===== config.mk =====
export PLATFORM = sky130hd
export DESIGN_NAME = axi4lite_cmd_master
export DESIGN_NICKNAME = d
export VERILOG_FILES = /design/src/rtl/axi4lite_cmd_master.sv
export SDC_FILE = /design/constraint.sdc
export NUM_CORES = 1
export LEC_CHECK = 0
export BUFFER_PORTS_ARGS = -buffer_cell sky130_fd_sc_hd__buf_4
export CAP_MARGIN = 5
export CORE_MARGIN = 5
export CORE_UTILIZATION = 31
export CTS_CLUSTER_SIZE = 25
export DETAILED_ROUTE_END_ITERATION = 10
export PLACE_DENSITY = 0.58
export SLEW_MARGIN = 20
export SYNTH_ARGS = -nofsm -noshare
export SYNTH_HDL_FRONTEND = slang
export SYNTH_SLANG_ARGS = --single-unit
export TNS_END_PERCENT = 100

===== constraint.sdc =====
create_clock -name aclk -period 1.8 [get_ports aclk]
set_input_delay 0.18 -clock aclk [delete_from_list [all_inputs] [get_ports aclk]]
set_output_delay 0.18 -clock aclk [all_outputs]
set_load 0.01 [all_outputs]

===== src/rtl/axi4lite_cmd_master.sv =====
`default_nettype none
// ============================================================================
// Module   : axi4lite_cmd_master
// Brief    : Single-outstanding AXI4-Lite master fed by a cmd/rsp handshake
//            port; returns response, transaction latency and error count.
// Revision : 1.0 - initial release
// ============================================================================
module axi4lite_cmd_master #(
    parameter int ADDR_W = 32,
    parameter int DATA_W = 32,
    parameter int LAT_W  = 16,
    parameter int ERR_W  = 8
) (
    input  logic              aclk,
    input  logic              areset,
    input  logic              cmd_valid,
    output logic              cmd_ready,
    input  logic              cmd_write,
    input  logic [ADDR_W-1:0] cmd_addr,
    input  logic [DATA_W-1:0] cmd_wdata,
    output logic              rsp_valid,
    input  logic              rsp_ready,
    output logic [DATA_W-1:0] rsp_rdata,
    output logic [1:0]        rsp_resp,
    output logic [LAT_W-1:0]  rsp_latency,
    output logic [ERR_W-1:0]  err_count,
    output logic [ADDR_W-1:0] m_axi_awaddr,
    output logic              m_axi_awvalid,
    input  logic              m_axi_awready,
    output logic [DATA_W-1:0] m_axi_wdata,
    output logic              m_axi_wvalid,
    input  logic              m_axi_wready,
    input  logic [1:0]        m_axi_bresp,
    input  logic              m_axi_bvalid,
    output logic              m_axi_bready,
    output logic [ADDR_W-1:0] m_axi_araddr,
    output logic              m_axi_arvalid,
    input  logic              m_axi_arready,
    input  logic [DATA_W-1:0] m_axi_rdata,
    input  logic [1:0]        m_axi_rresp,
    input  logic              m_axi_rvalid,
    output logic              m_axi_rready
);

    localparam logic [2:0] c_st_idle    = 3'd0;
    localparam logic [2:0] c_st_wr_aw_w = 3'd1;
    localparam logic [2:0] c_st_wr_b    = 3'd2;
    localparam logic [2:0] c_st_rd_ar   = 3'd3;
    localparam logic [2:0] c_st_rd_r    = 3'd4;
    localparam logic [2:0] c_st_resp    = 3'd5;

    localparam logic [LAT_W-1:0] c_lat_max = '1;
    localparam logic [ERR_W-1:0] c_err_max = '1;

    logic [2:0]        r_state;
    logic              r_aw_done;
    logic              r_w_done;
    logic [LAT_W-1:0]  r_lat;
    logic [ADDR_W-1:0] r_addr;
    logic [DATA_W-1:0] r_wdata;

    logic [LAT_W-1:0]  w_lat_inc;
    logic [ERR_W-1:0]  w_err_inc;

    // The handshake cycle itself is counted, so the latched value is r_lat+1.
    assign w_lat_inc = (r_lat == c_lat_max) ? r_lat : r_lat + LAT_W'(1);
    assign w_err_inc = (err_count == c_err_max) ? err_count : err_count + ERR_W'(1);

    assign m_axi_awaddr = r_addr;
    assign m_axi_araddr = r_addr;
    assign m_axi_wdata  = r_wdata;

    always_ff @(posedge aclk) begin
        if (areset) begin
            r_state       <= c_st_idle;
            r_aw_done     <= 1'b0;
            r_w_done      <= 1'b0;
            r_lat         <= '0;
            r_addr        <= '0;
            r_wdata       <= '0;
            cmd_ready     <= 1'b1;
            rsp_valid     <= 1'b0;
            rsp_rdata     <= '0;
            rsp_resp      <= 2'b00;
            rsp_latency   <= '0;
            err_count     <= '0;
            m_axi_awvalid <= 1'b0;
            m_axi_wvalid  <= 1'b0;
            m_axi_bready  <= 1'b0;
            m_axi_arvalid <= 1'b0;
            m_axi_rready  <= 1'b0;
        end else begin
            case (r_state)
                c_st_idle: begin
                    if (cmd_valid && cmd_ready) begin
                        cmd_ready <= 1'b0;
                        r_addr    <= cmd_addr;
                        r_wdata   <= cmd_wdata;
                        r_lat     <= '0;
                        r_aw_done <= 1'b0;
                        r_w_done  <= 1'b0;
                        if (cmd_write) begin
                            m_axi_awvalid <= 1'b1;
                            m_axi_wvalid  <= 1'b1;
                            r_state       <= c_st_wr_aw_w;
                        end else begin
                            m_axi_arvalid <= 1'b1;
                            r_state       <= c_st_rd_ar;
                        end
                    end
                end
                c_st_wr_aw_w: begin
                    r_lat <= w_lat_inc;
                    if (m_axi_awvalid && m_axi_awready) begin
                        m_axi_awvalid <= 1'b0;
                        r_aw_done     <= 1'b1;
                    end
                    if (m_axi_wvalid && m_axi_wready) begin
                        m_axi_wvalid <= 1'b0;
                        r_w_done     <= 1'b1;
                    end
                    // Registered flags: B is opened the cycle after both complete.
                    if (r_aw_done && r_w_done) begin
                        m_axi_bready <= 1'b1;
                        r_state      <= c_st_wr_b;
                    end
                end
                c_st_wr_b: begin
                    r_lat <= w_lat_inc;
                    if (m_axi_bvalid) begin
                        m_axi_bready <= 1'b0;
                        rsp_rdata    <= '0;
                        rsp_resp     <= m_axi_bresp;
                        rsp_latency  <= w_lat_inc;
                        rsp_valid    <= 1'b1;
                        if (m_axi_bresp != 2'b00) begin
                            err_count <= w_err_inc;
                        end
                        r_state <= c_st_resp;
                    end
                end
                c_st_rd_ar: begin
                    r_lat <= w_lat_inc;
                    if (m_axi_arready) begin
                        m_axi_arvalid <= 1'b0;
                        m_axi_rready  <= 1'b1;
                        r_state       <= c_st_rd_r;
                    end
                end
                c_st_rd_r: begin
                    r_lat <= w_lat_inc;
                    if (m_axi_rvalid) begin
                        m_axi_rready <= 1'b0;
                        rsp_rdata    <= m_axi_rdata;
                        rsp_resp     <= m_axi_rresp;
                        rsp_latency  <= w_lat_inc;
                        rsp_valid    <= 1'b1;
                        if (m_axi_rresp != 2'b00) begin
                            err_count <= w_err_inc;
                        end
                        r_state <= c_st_resp;
                    end
                end
                c_st_resp: begin
                    if (rsp_ready) begin
                        rsp_valid <= 1'b0;
                        cmd_ready <= 1'b1;
                        r_state   <= c_st_idle;
                    end
                end
                default: begin
                    m_axi_awvalid <= 1'b0;
                    m_axi_wvalid  <= 1'b0;
                    m_axi_bready  <= 1'b0;
                    m_axi_arvalid <= 1'b0;
                    m_axi_rready  <= 1'b0;
                    rsp_valid     <= 1'b0;
                    cmd_ready     <= 1'b1;
                    r_state       <= c_st_idle;
                end
            endcase
        end
    end

endmodule
`default_nettype wire


==> reports/results.txt, run 1 <==
The run finished with clean final reports. The run gives 0 as the detailed-route DRC error count. Setup repair after global routing could not meet its margin everywhere. dfxtp_1 takes more of the synthesized area than any other cell. In this run, synthesis inferred 0 flip-flops with an integrated enable. After synthesis, the netlist uses 73 different library cells. The logs give 15600 µm for the placed wire-length estimate and 0.000666 V for the worst voltage drop across the vdd grid. The number of buffers and inverters on the critical path is 0. The cell area that synthesis handed to floorplanning was 0.00660 mm². The I/O pin total came out at 271. The worst pin sits at a relative slew slack of 65.4%. After Yosys synthesis, and, or, nand and nor cells account for 23.1% of the synthesized area.

0 antenna diodes ended up in the layout. The number of failing hold endpoints at the final stage was 0; the number of port buffers was 270. The tools report the routed wire length as 22500 µm. The run gives 1242 as the number of nets in the final layout. For the worst setup path, the data arrival time is 2060 ps. The overall global routing resource usage is 17.8%, and the xor and xnor area share after synthesis is 0.398%. After detailed routing, the average wire length per cell comes to 15.9 µm. For the via count of the routed design, the log shows 6913. The final setup violation count was 0. The die is 156 µm wide. Multiplexer cells account for 0.967% of the synthesized area. The initial core utilization was 31.4%; the maximum fanout along the worst path was 6. For the critical path required time, the log shows 2120 ps. The clock tree root buffer cell is clkbuf_16. Walking the worst path, the cells encountered are ha_4, nand4_4, or4_4, o32a_1, o311ai_1.

Grouping stages by cell kind, the critical path spends the most delay in simple AND/OR/NAND/NOR gates. Setup total negative slack on the finished layout was measured at 0 ps. By area, the combinational part of the netlist is dominated by simple AND/OR/NAND/NOR gates.

The worst setup path is launched from a flop. For the largest net degree at the start of global routing, the log shows 66. Power spread over the standard cell area amounts to 1310 mW/mm². TritonCTS built the clock tree.

Synthesis inferred 150 register bits. By area the synthesized netlist is led by dfxtp_1 (46%), nand2_1 (8.2%), a21oi_1 (6.3%), buf_4 (5.1%), nor2_1 (3.8%). The library cell used most frequently in the layout, excluding fill and tap cells, is buf_4. The die covers 0.0243 mm². The vertical extent of the die works out to 156 µm.

The run gives 420 ps as the source-to-sink clock delay at the later pin of the worst-skew pair. The run gives 574 MHz as the peak clock frequency supported by timing. The worst-margin pin slew is 520 ps.

The tool flagged a number of max-cap violations equal to 0. The floorplan has 53 rows. The fraction of post-synthesis cell area in the top cell type by area was 45.5%; the worst hold-check slack was 14.4 ps. The number of clock buffers added by TritonCTS is 17. The mean post-synth cell area was 8.45 µm². Cells fill 50.2% of the core in the end. The run gives 893 as the net count after synthesis.

Dividing the detail-routed via count by the number of cells gives 4.88. Share of synthesized registers carrying an async set or reset: 0%. The total number of H-tree levels is 4. The area growth from synthesis to layout is 59.9%.

The clock skew after layout came out at 10.1 ps. The flip-flop cell with the highest count after synthesis is dfxtp_1. The tools report the overall overflow remaining after global route as 0.

The routed design could run at a clock period as short as 1740 ps. For the final-report max-slew violation count, the log shows 0. The core region is 0.0210 mm².

Dividing the final minimum period by the clock period gives 96.8%. For this design the static power due to leakage is 4.44 nW. The synthesized netlist devotes 0.379% of its cell area to adder and majority cells. The clock slew seen by the registers of the worst setup and hold paths works out to 70 ps. Yosys printed 0 warnings. The worst setup path is of the flop to flop kind. For this run, the slowest stage of the critical path takes 590 ps. The synthesized netlist devotes 20.3% of its cell area to compound gates. For this design, the sink count on the clock tree is 150. Summing the sequential cell areas from Yosys gives 45.5% of the chip area. In the layout the commonest cells are buf_4 (333), nand2_1 (145), dfxtp_1 (138), dlygate4sd3_1 (86), a21oi_1 (83). Once detail routing completed, the nets flagged for antenna violations numbered 0. The post-synthesis instance total is 781, and the maximum root-to-sink buffer count is 2. The worst setup path is captured at a flop.

The logs give 6727 for the number of global-route vias before repair and 0.842 for the final RePlAce weighted congestion. Among all stages on the critical path, the largest delay is contributed by or4_4. For the initial antenna violation count, the log shows 0.

The min-delay analysis places its worst path in the category input port to flop. The tools report the global-route wire length before repair as 35200 µm. For the number of DRC violations after detailed-routing iteration 0, the log shows 376. The detailed-routing iteration count for the pre-antenna-repair pass was 5. The share of cells above drive strength 1 works out to 36.1%. Once the clock tree was built, the setup fixing pass inserted 0 buffers.
-- report_power, final --
part / leakage (nW) / switching, W / internal [W] / total (W)
clock: 0.318 / 0.00161 / 0.00239 / 0.00400
sequential: 1.22 / 0.000462 / 0.00396 / 0.00442
combinational: 2.89 / 0.00287 / 0.00254 / 0.00541
-- state kept, by name (all words and copies together) (netlist names), 2 cells and up --
| register | flops |
|---|---|
| r_state | 3 |
| rsp_resp | 2 |
| rsp_latency | 16 |
| err_count | 8 |
| rsp_rdata | 32 |
| m_axi_araddr | 32 |
| m_axi_wdata | 32 |
| r_lat | 16 |
-- final cells by class --
class                   instances  area, µm²
flip-flops and latches        150       3020
fillers                      1995      10500
inverters                      12       45.0
clock inverters                15        230
multi-input cells             524       3040
repair buffers                425       3450
well taps                     275        344
clock buffers                  17        425
-- final timing paths --
path                                start                            to  slack, ps  cells after the start
max reg2reg         r_lat[0]$_SDFFE_PP0P_        r_lat[15]$_SDFFE_PP0P_         60                      5
max                 r_lat[0]$_SDFFE_PP0P_        r_lat[15]$_SDFFE_PP0P_         60                      5
min                        m_axi_rdata[1]     rsp_rdata[1]$_SDFFE_PP0P_         10                      3
min reg2reg  m_axi_wdata[28]$_SDFFE_PP0P_  m_axi_wdata[28]$_SDFFE_PP0P_        450                      2
-- metal layers --
metal	GRT usage (%)	up-vias	part of all wire [%]
li1	-	3446	-
met1	22.7	3208	43
met2	28.8	230	48
met3	5.10	29	7.4
met4	6.00	0	2.0
met5	0	-	0
-- tightest hold or removal path, cell delays in order --
cell and delay, ps:
buf_4 80, a22oi_1 70, nor2_1 80
-- what timing repair did --
action                                  CTS  global route
pin swaps                                 0             1
endpoints found under the hold margin    86             0
endpoints found under the setup margin    2            30
hold buffers                             86             0
gates cloned                              0             1
resized for setup                         1            19
-- cells by family (layout without fill, tap and decap cells) --
logic type               after synthesis  in the layout
buffers and inverters                107            469
XOR/XNOR                               3              3
AO/OA/AOI/OAI                        206            206
adder cells (fa/ha/maj)                2              2
flip-flops                           150            150
multiplexers                           5              5
AND/OR/NAND/NOR                      308            308
-- synth_stat cells, types with 4 or more instances --
master and n:
a22oi_1 32, nand4_1 10, o31ai_1 4, or4_1 9, o311ai_0 4, a31oi_1 9, o21ai_0 25, a311oi_1 15
nand3_1 16, inv_1 11, or3_1 6, buf_2 15, a21oi_1 83, o21a_1 4, clkbuf_1 27, nand2_1 145
buf_4 45, and4_1 5, nor2_1 67, dfxtp_1 150, nor4_1 4, a211oi_1 6, nor3_1 8
-- through the flow --
stage	instances	total power, W	instance area [µm²]	setup slack (ps)
after floorplan	781	0.00748	6610	17.6
after global placement	1299	0.00970	8980	41.7
after detailed placement	1299	0.00975	8980	5.28
after CTS	1417	0.0140	10500	18.3
after global routing	1418	0.0147	10500	-12.1
final	1418	0.0138	10500	57.7
Note: power is estimated with default switching activity, not from simulation.
==> run 2: changes to the inputs <==
--- a/config.mk
+++ b/config.mk
@@ -9,9 +9,10 @@
 export CAP_MARGIN = 5
 export CORE_MARGIN = 5
 export CORE_UTILIZATION = 31
+export CTS_BUF_LIST = sky130_fd_sc_hd__clkbuf_16
 export CTS_CLUSTER_SIZE = 25
 export DETAILED_ROUTE_END_ITERATION = 10
-export PLACE_DENSITY = 0.58
+export PLACE_DENSITY = 0.56
 export SLEW_MARGIN = 20
 export SYNTH_ARGS = -nofsm -noshare
 export SYNTH_HDL_FRONTEND = slang
==> constraint.sdc (replaced) <==
create_clock -name aclk -period 2 [get_ports aclk]
set_input_delay 0.2 -clock aclk [delete_from_list [all_inputs] [get_ports aclk]]
set_output_delay 0.2 -clock aclk [all_outputs]
set_load 0.01 [all_outputs]
==> reports/results.txt, run 2 (same netlist as run 1, synthesis figures left out) <==
Kind of critical path: flop to flop. Along the worst path, the maximum fanout reaches 11. 0 antenna diodes ended up in the layout. Setup repair after global routing left no endpoint under its margin. 271 I/O pins were placed.

Dividing the detail-routed via count by the number of cells gives 4.91. The number of buffers created by CTS was 17. The most common library cell in the layout ignoring fill and taps is buf_4. The total area of sequential cells is 0.00301 mm². TritonCTS built the clock tree. Headroom to the max-slew limit came out at 60.3%. Buffers added to address setup during post-CTS repair amount to 0. The worst voltage drop across the vdd grid came out at 0.000579 V. In the global route stage, overall resource usage came out at 16.8%. The wire length per cell was 16.4 µm. The initial antenna violation count is 0. For this design the ratio of total power to cell area is 1240 mW/mm².

The layer with the highest usage after global routing is met2. The relative area change from synthesis to final layout is 43.0%. The vertical extent of the die is 156 µm. At the pin with the least slew margin, the transition time is 593 ps. The layout has 2094 filler cells. The final-report max-slew violation count is 0.

The number of global-route vias before repair is 6160, and the share of cells above drive strength 1 is 36.3%. Final design utilization: 44.9%. In this run the tool buffered the top-level ports with 270 buffer cells.

From left edge to right edge, the die measures 156 µm. After the first detailed-routing iteration, the DRC count stood at 424. Cell leakage power: 3.94 nW.

The final setup violation count came out at 0. For the core area, the log shows 0.0210 mm². The run gives 0 as the number of failing hold endpoints at the final stage. The number of sinks on the clock net is 150.

The number of max-cap violations came out at 0. Wires add up to 21500 µm. Entering global routing, the biggest net connects 73 pins. Summing all multi-input logic gate instances after layout gives 0.00302 mm². For the placed wire-length estimate, the log shows 15600 µm. Detailed routing inserted a total of 6425 vias. The worst setup path is captured at a flop.

Global routing finished with a remaining overflow of 0. The part of the cycle the worst path needs is 93.5%. After detailed routing, the number of remaining DRC violations is 0. Once the clock tree was built, the resizer swapped 0 gates to a different size. The final RePlAce weighted congestion came out at 0.824. For the final database, setup skew stands at 8.49 ps. The run gives 4 as the total number of H-tree levels. For met2 alone, demand over resource in global routing was 25.8%. Data on the critical path arrives at its endpoint at 2190 ps. For this run, the top clock speed supported by timing is 535 MHz. The number of nets in the final layout was 1133; the met1 capacity usage during global routing was 22.9%. The worst hold path belongs to the class input port to flop. The initial utilization of the core area, before any placement, comes to 31.4%. The clock passes through at most 2 buffers. The number of hold buffers added after CTS was 0. The run finished with clean final reports. Data on the critical path is required at its endpoint by 2320 ps. Global routing used 4.22% of the available met3 tracks.

The remaining number of nets flagged by the antenna check after routing is 0. In the layout the commonest cells are buf_4 (308), dfxtp_1 (148), nand2_1 (145), a21oi_1 (83), nor2_1 (66). The floorplan has 53 rows.

For this run, the detailed router's first-pass iteration total came to 5. In the final timing run, aggregate negative setup slack is 0 ps. The clock period minus final worst setup slack came out at 1870 ps.

STA classifies the critical path startpoint as a flop. The die covers 0.0243 mm². In this run the clock root is driven by a clkbuf_16. After clock tree synthesis, the clock-pin slew on the worst setup and hold paths is 70 ps.

Clock latency on the worst-skew pair, taken at its later pin, is 420 ps. For the global-route wire length before repair, the log shows 33100 µm.
run 2: routing by layer:
layer | vias up | share of wire, %
met3 | 24 | 6.9
met5 | - | 0
met1 | 2993 | 45
met2 | 183 | 46
li1 | 3225 | -
met4 | 0 | 1.8
run 2: through the flow:
stage	power [W]	hold slack [ps]	cell area [µm²]	cells	worst slack, ps
final	0.0117	24.3	9440	1309	130
after global routing	0.0125	5.03	9440	1309	30.6
after CTS	0.0119	2.17	9420	1309	83.5
after detailed placement	0.00873	447	8850	1277	97.3
after global placement	0.00871	443	8850	1277	153
after floorplan	0.00672	336	6600	781	102
run 2: area by class of cell:
cell class,instances,area share [%]
Multi-Input combinational cell,524,31.9
Sequential cell,150,31.8
Clock inverter,15,1.48
Tap cell,275,3.65
Timing Repair Buffer,316,26.1
Inverter,12,0.477
Clock buffer,17,4.51
run 2: worst paths after layout:
check                                                   from                           end  slack (ps)  depth (start not counted)
worst max-delay path                 r_state[1]$_SDFFE_PP0P_  rsp_latency[15]$_SDFFE_PP0P_         130                          5
worst min register to register  m_axi_wdata[24]$_SDFFE_PP0P_  m_axi_wdata[24]$_SDFFE_PP0P_         450                          2
worst max register to register       r_state[1]$_SDFFE_PP0P_  rsp_latency[15]$_SDFFE_PP0P_         130                          5
worst min-delay path                           cmd_wdata[10]  m_axi_wdata[10]$_SDFFE_PP0P_          20                          3
run 2: report_power, final:
part	switching, W	internal, W
clock	0.00145	0.00165
combinational	0.00252	0.00214
sequential	0.000424	0.00355
run 2: worst max-delay path, cell delays in order, from the launching register on:
cell	delay (ps)
dfxtp_1	520
and4bb_1	320
buf_4	180
or2_4	250
and3_1	180
a2111oi_2	330
